**config.mk**
```make
export PLATFORM = sky130hd
export DESIGN_NAME = branch_predictor_flat
export DESIGN_NICKNAME = d
export VERILOG_FILES = /design/src/rtl/branch_predictor_if.sv /design/src/rtl/branch_predictor.sv /design/src/flat_wrapper.sv
export SDC_FILE = /design/constraint.sdc
export NUM_CORES = 2
export LEC_CHECK = 0
export CORE_MARGIN = 2
export CORE_UTILIZATION = 30
export DETAILED_ROUTE_END_ITERATION = 7
export DONT_BUFFER_PORTS = 1
export GPL_TIMING_DRIVEN = 0
export PLACE_DENSITY_LB_ADDON = 0.05
export SYNTH_ARGS = -nofsm -noshare
export SYNTH_HDL_FRONTEND = slang
export SYNTH_SLANG_ARGS = --single-unit
```
**constraint.sdc**
```tcl
create_clock -name clk -period 22 [get_ports clk]
set_input_delay 4.4 -clock clk [delete_from_list [all_inputs] [get_ports clk]]
set_output_delay 4.4 -clock clk [all_outputs]
set_load 0.01 [all_outputs]
```
**src/rtl/branch_predictor_if.sv**
```systemverilog
// branch_predictor_if
//   Groups the fetch-lookup, ID-resolution, maintenance and statistics
//   signals of the branch predictor.
//
//   Handshake: upd_valid is a single-cycle qualifier with no ready.
//   The predictor accepts every resolution on the rising edge where
//   upd_valid is high. All upd_* fields are meaningful only in that cycle.
//   There is no backpressure path.
//
//   master : the pipeline side (drives if_pc, upd_*, btb_flush, stat_clr)
//   slave  : the predictor (drives pred_*, mispredict, redirect_pc, counts)
interface branch_predictor_if;
    logic [31:0] if_pc;
    logic        pred_taken;
    logic [31:0] pred_target;

    logic        upd_valid;
    logic [31:0] upd_pc;
    logic        upd_is_cond;
    logic        upd_taken;
    logic [31:0] upd_target;
    logic        upd_pred_taken;
    logic [31:0] upd_pred_target;
    logic        mispredict;
    logic [31:0] redirect_pc;

    logic        btb_flush;
    logic        stat_clr;
    logic [31:0] branch_count;
    logic [31:0] mispred_count;

    modport master (
        output if_pc, upd_valid, upd_pc, upd_is_cond, upd_taken, upd_target,
               upd_pred_taken, upd_pred_target, btb_flush, stat_clr,
        input  pred_taken, pred_target, mispredict, redirect_pc,
               branch_count, mispred_count
    );

    modport slave (
        input  if_pc, upd_valid, upd_pc, upd_is_cond, upd_taken, upd_target,
               upd_pred_taken, upd_pred_target, btb_flush, stat_clr,
        output pred_taken, pred_target, mispredict, redirect_pc,
               branch_count, mispred_count
    );
endinterface

```
**src/rtl/branch_predictor.sv**
```systemverilog
// branch_predictor
//   Direct-mapped branch target buffer with 2-bit saturating direction
//   counters. It does three things:
//     - predicts the next fetch target for if_pc with zero latency;
//     - resolves the ID-stage outcome against the prediction carried down
//       from IF and produces the mispredict and redirect signals;
//     - keeps running counts of branches and mispredictions.
//
//   Ports:
//     clk    : clock; all state changes on the rising edge
//     rst_n  : synchronous active-low reset
//     bp     : branch_predictor_if.slave
//                if_pc -> pred_taken / pred_target
//                upd_* -> mispredict / redirect_pc
//                btb_flush, stat_clr -> branch_count / mispred_count
//
//   Counter encoding: 00 strong-NT, 01 weak-NT, 10 weak-T, 11 strong-T.
//   There is no bypass from the write port to the read port. A lookup of an
//   index that is being updated in the same cycle sees the old entry.
module branch_predictor #(
    parameter int ENTRIES = 64,
    parameter int TAG_W   = 8
) (
    input  logic          clk,
    input  logic          rst_n,
    branch_predictor_if.slave bp
);
    localparam int IDX_W = $clog2(ENTRIES);

    logic              valid_q  [ENTRIES];
    logic [TAG_W-1:0]  tag_q    [ENTRIES];
    logic [31:0]       target_q [ENTRIES];
    logic [1:0]        ctr_q    [ENTRIES];
    logic [31:0]       branch_count_q;
    logic [31:0]       mispred_count_q;

    // ---------------- IF lookup ----------------
    logic [IDX_W-1:0] if_idx;
    logic [TAG_W-1:0] if_tag;
    logic             if_hit;

    assign if_idx = bp.if_pc[IDX_W+1:2];
    assign if_tag = bp.if_pc[IDX_W+TAG_W+1:IDX_W+2];
    assign if_hit = valid_q[if_idx] && (tag_q[if_idx] == if_tag);

    // Gating with rst_n keeps the prediction quiet while reset is still
    // asserted and the arrays have not yet been cleared.
    assign bp.pred_taken  = rst_n && if_hit && ctr_q[if_idx][1];
    assign bp.pred_target = bp.pred_taken ? target_q[if_idx] : bp.if_pc + 32'd8;

    // ---------------- ID resolution ----------------
    logic [31:0] fall_through;
    logic [31:0] actual_pc;
    logic [31:0] predicted_pc;

    assign fall_through   = bp.upd_pc + 32'd8;
    assign actual_pc      = bp.upd_taken ? bp.upd_target : fall_through;
    assign predicted_pc   = bp.upd_pred_taken ? bp.upd_pred_target : fall_through;
    assign bp.mispredict  = bp.upd_valid && (actual_pc != predicted_pc);
    assign bp.redirect_pc = bp.upd_valid ? actual_pc : fall_through;

    // ---------------- update decode ----------------
    logic [IDX_W-1:0] upd_idx;
    logic [TAG_W-1:0] upd_tag;
    logic             upd_hit;
    logic [1:0]       ctr_cur;
    logic [1:0]       ctr_new;
    logic             ctr_wr;
    logic             tgt_wr;
    logic             alloc;

    assign upd_idx = bp.upd_pc[IDX_W+1:2];
    assign upd_tag = bp.upd_pc[IDX_W+TAG_W+1:IDX_W+2];
    assign upd_hit = valid_q[upd_idx] && (tag_q[upd_idx] == upd_tag);
    assign ctr_cur = ctr_q[upd_idx];

    always_comb begin
        ctr_new = ctr_cur;
        ctr_wr  = 1'b0;
        tgt_wr  = 1'b0;
        alloc   = 1'b0;
        if (bp.upd_valid && !bp.btb_flush) begin
            if (upd_hit) begin
                ctr_wr = 1'b1;
                if (bp.upd_is_cond) begin
                    if (bp.upd_taken) begin
                        ctr_new = (ctr_cur == 2'b11) ? 2'b11 : ctr_cur + 2'd1;
                        tgt_wr  = 1'b1;
                    end else begin
                        ctr_new = (ctr_cur == 2'b00) ? 2'b00 : ctr_cur - 2'd1;
                    end
                end else begin
                    ctr_new = 2'b11;
                    tgt_wr  = 1'b1;
                end
            end else if (bp.upd_taken) begin
                // A miss that is taken replaces whatever occupies the index.
                alloc   = 1'b1;
                ctr_wr  = 1'b1;
                tgt_wr  = 1'b1;
                ctr_new = bp.upd_is_cond ? 2'b10 : 2'b11;
            end
        end
    end

    // ---------------- state ----------------
    always_ff @(posedge clk) begin
        if (!rst_n) begin
            for (int i = 0; i < ENTRIES; i++) begin
                valid_q[i] <= 1'b0;
                ctr_q[i]   <= 2'b01;
            end
        end else if (bp.btb_flush) begin
            for (int i = 0; i < ENTRIES; i++) begin
                valid_q[i] <= 1'b0;
            end
        end else begin
            if (alloc)  valid_q[upd_idx] <= 1'b1;
            if (ctr_wr) ctr_q[upd_idx]   <= ctr_new;
        end
    end

    // The tag and target arrays carry no reset. Their contents are only
    // observed through a valid entry.
    always_ff @(posedge clk) begin
        if (rst_n && tgt_wr) target_q[upd_idx] <= bp.upd_target;
        if (rst_n && alloc)  tag_q[upd_idx]    <= upd_tag;
    end

    always_ff @(posedge clk) begin
        if (!rst_n || bp.stat_clr) begin
            branch_count_q  <= 32'd0;
            mispred_count_q <= 32'd0;
        end else if (bp.upd_valid) begin
            branch_count_q <= branch_count_q + 32'd1;
            if (bp.mispredict) mispred_count_q <= mispred_count_q + 32'd1;
        end
    end

    assign bp.branch_count  = branch_count_q;
    assign bp.mispred_count = mispred_count_q;
endmodule

```
**src/flat_wrapper.sv**
```systemverilog
// flat-port wrapper written by rule: the top's interface ports become plain ports
module branch_predictor_flat 
#(
    parameter int ENTRIES = 64,
    parameter int TAG_W   = 8
)
  (clk, rst_n, bp_if_pc, bp_upd_valid, bp_upd_pc, bp_upd_is_cond, bp_upd_taken, bp_upd_target, bp_upd_pred_taken, bp_upd_pred_target, bp_btb_flush, bp_stat_clr, bp_pred_taken, bp_pred_target, bp_mispredict, bp_redirect_pc, bp_branch_count, bp_mispred_count);
  branch_predictor_if bp_i ();
  input  logic clk;
  input  logic rst_n;
  input wire logic [$bits(bp_i.if_pc)-1:0] bp_if_pc;
  input wire logic [$bits(bp_i.upd_valid)-1:0] bp_upd_valid;
  input wire logic [$bits(bp_i.upd_pc)-1:0] bp_upd_pc;
  input wire logic [$bits(bp_i.upd_is_cond)-1:0] bp_upd_is_cond;
  input wire logic [$bits(bp_i.upd_taken)-1:0] bp_upd_taken;
  input wire logic [$bits(bp_i.upd_target)-1:0] bp_upd_target;
  input wire logic [$bits(bp_i.upd_pred_taken)-1:0] bp_upd_pred_taken;
  input wire logic [$bits(bp_i.upd_pred_target)-1:0] bp_upd_pred_target;
  input wire logic [$bits(bp_i.btb_flush)-1:0] bp_btb_flush;
  input wire logic [$bits(bp_i.stat_clr)-1:0] bp_stat_clr;
  output wire logic [$bits(bp_i.pred_taken)-1:0] bp_pred_taken;
  output wire logic [$bits(bp_i.pred_target)-1:0] bp_pred_target;
  output wire logic [$bits(bp_i.mispredict)-1:0] bp_mispredict;
  output wire logic [$bits(bp_i.redirect_pc)-1:0] bp_redirect_pc;
  output wire logic [$bits(bp_i.branch_count)-1:0] bp_branch_count;
  output wire logic [$bits(bp_i.mispred_count)-1:0] bp_mispred_count;
  assign bp_i.if_pc = bp_if_pc;
  assign bp_i.upd_valid = bp_upd_valid;
  assign bp_i.upd_pc = bp_upd_pc;
  assign bp_i.upd_is_cond = bp_upd_is_cond;
  assign bp_i.upd_taken = bp_upd_taken;
  assign bp_i.upd_target = bp_upd_target;
  assign bp_i.upd_pred_taken = bp_upd_pred_taken;
  assign bp_i.upd_pred_target = bp_upd_pred_target;
  assign bp_i.btb_flush = bp_btb_flush;
  assign bp_i.stat_clr = bp_stat_clr;
  assign bp_pred_taken = bp_i.pred_taken;
  assign bp_pred_target = bp_i.pred_target;
  assign bp_mispredict = bp_i.mispredict;
  assign bp_redirect_pc = bp_i.redirect_pc;
  assign bp_branch_count = bp_i.branch_count;
  assign bp_mispred_count = bp_i.mispred_count;
  branch_predictor #(.ENTRIES(ENTRIES), .TAG_W(TAG_W)) u_core (.clk(clk), .rst_n(rst_n), .bp(bp_i));
endmodule
```
==> results.ini <==
[pwr]
switching_power_uw=2891
peakVddDrop_mv=0.06105
combPwrFrac_pct=6.5
leakage_uw=0.04442
p_clk_share_pct=44.8
finalPower_uw=12110
seqPwrFrac_pct=48.7
power_density_nw_per_um2=85.74
p_int_uw=9222
netSwitchingFraction_pct=23.87

[worst_setup_path]
regToRegEndpoint=u_core.target_q[27][18]$_DFFE_PP_
required_ps=17600
reg2regPathDepth=16
arrival_ps=12520
end_kind=output pin
rr_startpoint=u_core.tag_q[27][7]$_DFFE_PP_
startpoint_type=primary input
rrSetupSlack_ps=15430
crit_fanout=10
worstSetupPathType=primary input to output pin

[sta]
max_freq_mhz=59.09
finalSetupTns_ps=0
worst_clock_skew_ps=36.08
slew_viol_final=29
tightest_slew_ps=1565
hold_viol=0
finalSetupViolations=0
slew_headroom_pct=-7.051
fin_crit_sh_pct=76.93
finalCriticalPeriod_ps=16920
rsz0062_at_grt=false

[synthesis]
yosys.area.top_type=edfxtp_1
synthesis.instances=6403
syn-num-nets=6546
yosys-top-cells-area=edfxtp_1 (68%), mux4_2 (15%), dfxtp_1 (2.2%), mux2i_1 (2.0%), xnor2_1 (0.87%)
async_flop_share_pct=0
synth-seq-area-share_pct=70.17
synth_edf_count=2688
synthFlopType=edfxtp_1
synth_top_area_share_pct=68.01
avgSynthCellArea_um2=18.54
syn_area_um2=118700
ys_ff_latch=2816
ys_warn_count=0
yosys.cell_types.count=88

[die]
fp.dieH_um=633.0
start_util_pct=30.19
core-area_um2=393100
dieArea_um2=400700
die-width_um=633.0
num_rows=230
ios=266

[outcome]
status=finished with violations
failed_checks=max-capacitance violations, max-slew violations

[route]
routed_wl_mm=556.1
wl_met1_mm=226.8
met2WireLength_mm=269.5
vias=71950
highest_layer=met5
wl_per_cell_um=43.99
first_pass_iters=6
vias_per_cell=5.691
ant_nets=0
dr_wl_met3_mm=32.68
drc=0
drt_iter0_drc=8478

[job]
cap_violations=5

[cts]
post_cts_buffers=0
hold_buffers=0
cts_buffer_depth=4
cts-root-buf=clkbuf_16
cts_tree=done
clk_pin_slew_ps=60
cts_buffers=335
cts_sinks=2816
post_cts_resize_count=0
clock_latency_ps=970
h-tree-depth=5

[min_path]
hold_class=flip-flop to flip-flop
min_from=u_core.valid_q[14]$_DFF_P_
whs_path_depth=1
min_to=u_core.valid_q[14]$_DFF_P_

[global_route]
grt_first_pass_wirelength_mm=720.0
grt_overflow=0
grt_max_degree=70
track_usage_pct=27.36
grt_antenna_before_repair=41
grt_pass1_vias=70800

[cells_and_area]
nFillCells=37020
fin_nets=7267
drive_gt1_share_pct=27.01
syn2layout_area_growth_pct=19.04
utilization_pct=35.94

[place]
io_buffers=0
place_congestion=0.9507
dpl.hpwl_mm=411.4

-- power by group through the flow --
| stage | Sequential [uW] | Clock [uW] | Combinational (uW) |
|---|---|---|---|
| global placement | 6010 | 0 | 784 |
| detailed placement | 6010 | 0 | 793 |
| CTS | 5890 | 5500 | 795 |
| global route | 5890 | 5690 | 809 |
| finish | 5890 | 5430 | 792 |
| floorplan | 6000 | 0 | 410 |
-- flip-flops by register name, indices dropped and copies added (netlist names) --
register and count:
u_core.bp.mispred_count 32, u_core.target_q 2048, u_core.bp.branch_count 32, u_core.tag_q 512, u_core.valid_q 64, u_core.ctr_q 128
-- how the worst max path moves through the flow --
stage,start,slack (ps),to,cells after the start
after floorplan,bp_if_pc[2],9770,bp_pred_target[2],12
after global placement,bp_upd_pc[3],-570,u_core.target_q[40][26]$_DFFE_PP_,14
after detailed placement,bp_if_pc[5],5170,bp_pred_target[29],12
after CTS,bp_if_pc[5],5140,bp_pred_target[29],12
final,bp_if_pc[4],5080,bp_pred_target[4],11
after global routing,bp_if_pc[3],5250,bp_pred_target[9],14
-- metrics by stage --
stage | cell area [um^2] | setup WS, ps | instances | hold slack, ps
after floorplan | 118700 | 9767 | 6403 | 443.4
after global placement | 125200 | -569.3 | 11620 | 454.0
after detailed placement | 130800 | 5166 | 12010 | 463.7
after CTS | 141200 | 5144 | 12610 | 477.0
after global routing | 141300 | 5253 | 12630 | 493.3
final | 141300 | 5076 | 12640 | 481.2
-- synth_stat cells (all sizes together) (73+ instances only) --
library cell / n
xor2: 73
o21ai: 173
buf: 192
nor2: 217
nor4: 83
mux2i: 241
a21oi: 126
nand3: 126
edfxtp: 2688
nand4: 106
mux4: 805
nor3: 105
xnor2: 118
nand2: 240
dfxtp: 128
clkbuf: 271
-- cell usage in the layout, fill, tap and decap left out, types with 45 or more instances in the layout --
| cell type | count |
|---|---|
| edfxtp_1 | 2688 |
| mux4_2 | 805 |
| clkbuf_16 | 343 |
| clkbuf_1 | 334 |
| mux2i_1 | 241 |
| nand2_1 | 240 |
| buf_6 | 233 |
| o21ai_0 | 165 |
| nor2_1 | 161 |
| dfxtp_1 | 128 |
| nand3_1 | 126 |
| buf_2 | 122 |
| xnor2_1 | 116 |
| a21oi_1 | 114 |
| nand4_1 | 104 |
| clkinv_1 | 81 |
| nor4_1 | 78 |
| xor2_1 | 73 |
| a21o_1 | 68 |
| buf_4 | 67 |
| nor3_2 | 63 |
| a22oi_1 | 61 |
| o22ai_1 | 60 |
| o221ai_1 | 53 |
| buf_8 | 52 |
| buf_1 | 45 |
-- metal layers --
metal	GRT usage (%)	vias up
li1	-	28240
met4	11.73	6
met3	3.987	753
met2	45.58	3157
met1	35.61	39790
met5	0	-
-- area by class of cell --
type                       count  area [um^2]  share of cell area (%)
sequential                  2816        83280                   58.95
multi-input combinational   3098        33950                   24.03
clock buffer                 434         8965                   6.345
tap                         5220         6531                   4.623
timing repair buffer         384         4925                   3.486
buffer                       463         2031                   1.437
clock inverter               165         1414                   1.001
inverter                      26        97.59                 0.06908
antenna                       37        92.59                 0.06553
-- critical path, cell delays in order --
cell,delay (ps)
buf_1,690
clkbuf_1,920
buf_1,890
clkbuf_2,750
buf_1,930
clkbuf_1,880
clkbuf_1,760
mux4_2,430
nand2_1,280
a31oi_1,1090
mux2_2,440
-- kinds of logic (layout without fill, tap and decap cells) --
logic type / Yosys count / after routing / share of synthesized area, %
other cells: 0 / 37 / 0
flops: 2816 / 2816 / 70.17
compound gates: 755 / 755 / 4.276
fa+ha+maj: 7 / 7 / 0.07379
mux: 1091 / 1091 / 17.73
xor+xnor: 196 / 196 / 1.506
simple gates: 1049 / 1049 / 4.489
buf+inv: 489 / 1472 / 1.754
Power figures use the tool's default switching activity.
